## src/rtl/boa_peri_baudgen_if.sv

```systemverilog
// Peripheral memory bus shared by the boa_peri_* slaves.
// addr is a word address; rdata/ready are driven by the slave.
interface boa_mem_bus;
  logic [29:0] addr;
  logic [3:0]  we;
  logic [31:0] wdata;
  logic        re;
  logic [31:0] rdata;
  logic        ready;

  modport MEM (input addr, we, wdata, re, output rdata, ready);
  modport CPU (output addr, we, wdata, re, input rdata, ready);
endinterface

```

## src/rtl/boa_peri_baudgen.sv

```systemverilog
// Fractional baud clock generator: a 16.8 fixed-point divisor sets the
// average uart_clk period; divisor changes only land at period boundaries.
module boa_peri_baudgen #(
  parameter logic [31:0] addr        = 32'h8000_0010,
  parameter logic [23:0] default_div = 24'h000A2C,
  parameter bit          default_en  = 1'b1
) (
  input  logic       clk,
  input  logic       rst,
  boa_mem_bus.MEM    bus,
  output logic       uart_clk,
  output logic       tick
);

  localparam logic [23:0] MIN_DIV = 24'h000200;

  function automatic logic [23:0] clamp_div(input logic [23:0] d);
    return (d < MIN_DIV) ? MIN_DIV : d;
  endfunction

  localparam logic [23:0] RESET_DIV = clamp_div(default_div);
  localparam logic [29:0] BASE_W    = addr[31:2];

  logic [23:0] div_shadow;
  logic [23:0] div_active;
  logic        en;
  logic [24:0] acc;
  logic [15:0] pcount;
  logic [31:0] rdata_q;

  logic        sel_div, sel_ctrl, sel_stat;
  logic        div_wr, ctrl_wr;
  logic [23:0] div_merged, shadow_next;
  logic        en_next, restart;
  logic [24:0] s;
  logic        hit;
  logic [31:0] rd_val;
  logic        unused_bits;

  assign bus.ready   = 1'b1;
  assign bus.rdata   = rdata_q;
  assign unused_bits = ^{bus.wdata[31:24], bus.we[3]};

  // Address decode, byte-lane merge, control decode and read mux
  always_comb begin
    sel_div  = (bus.addr == BASE_W);
    sel_ctrl = (bus.addr == BASE_W + 30'd1);
    sel_stat = (bus.addr == BASE_W + 30'd2);

    div_merged = div_shadow;
    for (int unsigned i = 0; i < 3; i++) begin
      if (bus.we[i]) div_merged[8*i +: 8] = bus.wdata[8*i +: 8];
    end
    div_wr      = sel_div && (|bus.we);
    shadow_next = div_wr ? clamp_div(div_merged) : div_shadow;

    // EN and RESTART both live in byte lane 0
    ctrl_wr = sel_ctrl && bus.we[0];
    en_next = ctrl_wr ? bus.wdata[0] : en;
    restart = ctrl_wr && bus.wdata[1];

    s   = acc + 25'd512;
    hit = (s >= {1'b0, div_active});

    rd_val = '0;
    if (bus.re) begin
      if (sel_div)       rd_val = {8'h00, div_shadow};
      else if (sel_ctrl) rd_val = {31'b0, en};
      else if (sel_stat) rd_val = {pcount, 14'b0, (div_shadow != div_active), uart_clk};
    end
  end

  // Register file, phase accumulator and generated clock
  always_ff @(posedge clk) begin
    if (rst) begin
      div_shadow <= RESET_DIV;
      div_active <= RESET_DIV;
      en         <= default_en;
      acc        <= '0;
      uart_clk   <= 1'b0;
      tick       <= 1'b0;
      pcount     <= '0;
      rdata_q    <= '0;
    end else begin
      div_shadow <= shadow_next;
      en         <= en_next;
      rdata_q    <= rd_val;
      // Idle, disable and restart all park the generator low with acc cleared;
      // a DIV write cannot share a cycle with a CTRL write, so while running
      // shadow_next equals div_shadow here.
      if (!en || !en_next || restart) begin
        acc        <= '0;
        uart_clk   <= 1'b0;
        tick       <= 1'b0;
        div_active <= shadow_next;
      end else if (hit) begin
        acc      <= s - {1'b0, div_active};
        uart_clk <= ~uart_clk;
        tick     <= ~uart_clk;
        if (uart_clk) begin
          div_active <= div_shadow;
          pcount     <= pcount + 16'd1;
        end
      end else begin
        acc  <= s;
        tick <= 1'b0;
      end
    end
  end

endmodule

```

## src/flat_wrapper.sv

```systemverilog
// flat-port wrapper written by rule: the top's interface ports become plain ports
module boa_peri_baudgen_flat 
#(
  parameter logic [31:0] addr        = 32'h8000_0010,
  parameter logic [23:0] default_div = 24'h000A2C,
  parameter bit          default_en  = 1'b1
)
  (clk, rst, uart_clk, tick, bus_addr, bus_we, bus_wdata, bus_re, bus_rdata, bus_ready);
  boa_mem_bus bus_i ();
  input  logic clk;
  input  logic rst;
  output logic uart_clk;
  output logic tick;
  input wire logic [$bits(bus_i.addr)-1:0] bus_addr;
  input wire logic [$bits(bus_i.we)-1:0] bus_we;
  input wire logic [$bits(bus_i.wdata)-1:0] bus_wdata;
  input wire logic [$bits(bus_i.re)-1:0] bus_re;
  output wire logic [$bits(bus_i.rdata)-1:0] bus_rdata;
  output wire logic [$bits(bus_i.ready)-1:0] bus_ready;
  assign bus_i.addr = bus_addr;
  assign bus_i.we = bus_we;
  assign bus_i.wdata = bus_wdata;
  assign bus_i.re = bus_re;
  assign bus_rdata = bus_i.rdata;
  assign bus_ready = bus_i.ready;
  boa_peri_baudgen #(.addr(addr), .default_div(default_div), .default_en(default_en)) u_core (.clk(clk), .rst(rst), .bus(bus_i), .uart_clk(uart_clk), .tick(tick));
endmodule
```

## config.mk

```make
export PLATFORM = sky130hd
export DESIGN_NAME = boa_peri_baudgen_flat
export DESIGN_NICKNAME = d
export VERILOG_FILES = /design/src/rtl/boa_peri_baudgen_if.sv /design/src/rtl/boa_peri_baudgen.sv /design/src/flat_wrapper.sv
export SDC_FILE = /design/constraint.sdc
export NUM_CORES = 1
export LEC_CHECK = 0
export BUFFER_PORTS_ARGS = -buffer_cell sky130_fd_sc_hd__buf_2
export CORE_MARGIN = 2
export CORE_UTILIZATION = 23
export DETAILED_ROUTE_END_ITERATION = 10
export GPL_TIMING_DRIVEN = 0
export SLEW_MARGIN = 30
export SYNTH_ARGS = -nofsm -noshare
export SYNTH_HDL_FRONTEND = slang
export SYNTH_SLANG_ARGS = --single-unit
export TNS_END_PERCENT = 10
```

## constraint.sdc

```tcl
create_clock -name clk -period 8.9 [get_ports clk]
set_input_delay 0 -clock clk [delete_from_list [all_inputs] [get_ports clk]]
set_output_delay 0 -clock clk [all_outputs]
set_load 0.02 [all_outputs]
```

==> results.tsv <==
metric	value	unit
outcome	complete, no violations	
CP Max Fanout	10	
EDFF count, synth	0	
Ports	104	
Area contributors post-synth	dfxtp_1 (37%), xnor2_1 (5.7%), nand2_1 (5.3%)	
Final Cycle Share	0.4491	
Skew-Pair Late Insertion Delay	420	ps
Peak VDD IR	0.1921	mV
Reg clk slew, reported paths	50	ps
sequential-to-total area share from yosys stat	0.3704	
DIE HEIGHT	174.7	um
Async SR Flop Fraction	0	
Setup violations, final	0	
count of warnings emitted by yosys	0	
final hold violations	0	
area grow syn2layout	28.78	%
Synth area leader	dfxtp_1	
Peak Freq	250.2	MHz
Num CTS Buffers	17	
CP endpoint kind	flop	
layout cells sized above 1	0.1752	
GP Congestion	0.8863	
CTS Sinks	124	
die area	0.03052	sq mm
type of origin of the critical path	flop	
Final ANT Viol Nets	0	
Rel. slew slack	0.4592	
Tmin final	3997	ps
worst slew pin tran	808.2	ps
DRT Pass-1 Iters	5	
setup skew after layout	5.318	ps
gate count of the mapped netlist	789	
Pwr per Cell Area	310.0	mW/mm^2
initial antenna violation count	0	
unrepaired setup endpoints after global routing	no	
CTS tree	done	
Setup Buffers After CTS	0	
routed vias	6349	
core box area	0.02870	sq mm
vias in the first global route	6044	
Vias/cell	4.788	
Main synth FF type	dfxtp_1	
largest net degree at the start of global routing	17	
crit path DAT	4340	ps
Detailed Place HPWL	15880	um
Remaining Overflow, GRT	0	
initial drt markers	413	
top cell type's share of synthesized area	0.3704	
CTS Buffer Depth	2	
Worst Hold Depth	4	
Inst Count DP	1265	
initial core utilization	0.2335	
Row Count	62	
GR Util All Layers	0.1332	
die width	174.7	um
Worst Reg-to-Reg Cells	14	
LEAKAGE	3.478	nW
Post-Syn Area	0.006703	sq mm
Syn Nets	885	
Commonest cells post-synth	dfxtp_1 (124), nand2_1 (94), a21oi_1 (63)	
Slew Limit Fails	0	
fin cells	1326	
Port Buffers	92	
post-synth cell types	72	
fin nets	1025	
Fin Setup TNS	0	ps
DRC	0	
routed len/inst	15.55	um
H-tree depth	4	
Avg Synthesized Cell Area	8.495	sq um
CTS-repair resized insts	0	
top-count cell post-synth	dfxtp_1	
max-cap violations	0	
root buf cell	clkbuf_16	
first-pass GRT wire length	32310	um
WS Path Type	reg -> reg	
diode count	0	
Total Wirelength	20620	um
CP Data Required Time	9240	ps
Seq cells post-synth	124	
class of the worst hold path	in -> reg	
## routing by layer
metal / track usage / vias to the layer above / wire (um)
met5: 0 / - / 0
met4: 0.05729 / 0 / 547
met3: 0.02785 / 38 / 1182
met1: 0.1679 / 2979 / 9240
li1: - / 3109 / -
met2: 0.2197 / 223 / 9648
## cell usage in the layout, fill, tap and decap left out, types with 13 or more instances in the layout
cell	instances
nor4_1	15
mux2i_1	24
xor2_1	18
nand2_1	94
a21oi_1	63
clkbuf_1	21
nand3_1	30
inv_1	38
nand4_1	13
clkbuf_16	17
dlygate4sd3_1	29
nor2_1	49
o21ai_0	22
and2_1	27
xnor2_1	44
dfxtp_1	124
ha_1	26
nor3_1	22
buf_2	100
## path summary, 6_finish.rpt
| kind | startpoint | end | slack, ps |
|---|---|---|---|
| setup / recovery | u_core.acc[9] | u_core.div_active[13] | 4900 |
| hold / removal | bus_addr[1] | u_core.bus.rdata[0] | 7 |
| hold reg to reg | u_core.acc[3] | u_core.acc[3] | 460 |
| setup reg to reg | u_core.acc[9] | u_core.div_active[13] | 4900 |
## stage by stage
step	instance area [sq um]	hold WS [ps]	utilization	total power, mW	setup slack (ps)
finish	8632	6.725	0.3007	2.676	4903
detailed placement	7649	283.7	0.2665	1.848	4969
CTS	8632	4.287	0.3007	2.672	4932
global placement	7644	273.9	0.2663	1.841	4991
global route	8632	46.58	0.3007	2.829	4666
floorplan	6703	138.2	-	1.575	5792
## cell families after synthesis
| kind of cell | synth area share |
|---|---|
| AOI/OAI and AO/OA | 0.1831 |
| DFF | 0.3704 |
| xor gates and xnor gates | 0.08102 |
| adders and majority gates | 0.05152 |
| other | 0.0005595 |
| and+or+nand+nor | 0.2246 |
| buffers and inverters | 0.04629 |
| muxes | 0.04256 |
## report_power, final
part	internal (mW)	leakage [nW]	total, mW	switching, mW
registers	0.627	1.01	0.689	0.0622
logic	0.473	2.14	1.18	0.703
clock network	0.555	0.333	0.811	0.256
total	1.65	3.48	2.68	1.02
## layout make-up
cell class	instances	area, sq um
plain buffers	33	167.7
inverters	38	142.6
fillers	3088	20070
flip-flops and latches	124	2482
clock buffers	22	484.2
well taps	384	480.5
multi-input cells	594	3915
clock inverters	10	209.0
repair buffers	121	750.7
## repair_timing
action / 4_1_cts / 5_1_grt
hold buffers: 29 / 0
hold endpoints to repair: 32 / 0
endpoints found under the setup margin: 0 / 0
## flip-flops by register name (all words and copies together), names as in the netlist
register / cells
u_core.bus.rdata: 32
u_core.acc: 25
u_core.div_active: 24
u_core.div_shadow: 24
u_core.pcount: 16
u_core.en: 1
u_core.tick: 1
u_core.uart_clk: 1
## worst max-delay path: stages (launching register included)
cell and delay [ps]:
dfxtp_1 500, ha_1 290, and3_2 240, nand4_1 140, xnor2_1 280, ha_1 350
a21o_1 180, a21oi_1 260, or2_2 180, nand3_1 120, o21ai_1 470, buf_2 340
buf_2 290, a31oi_1 110, o22ai_1 160
Power figures use the tool's default switching activity.
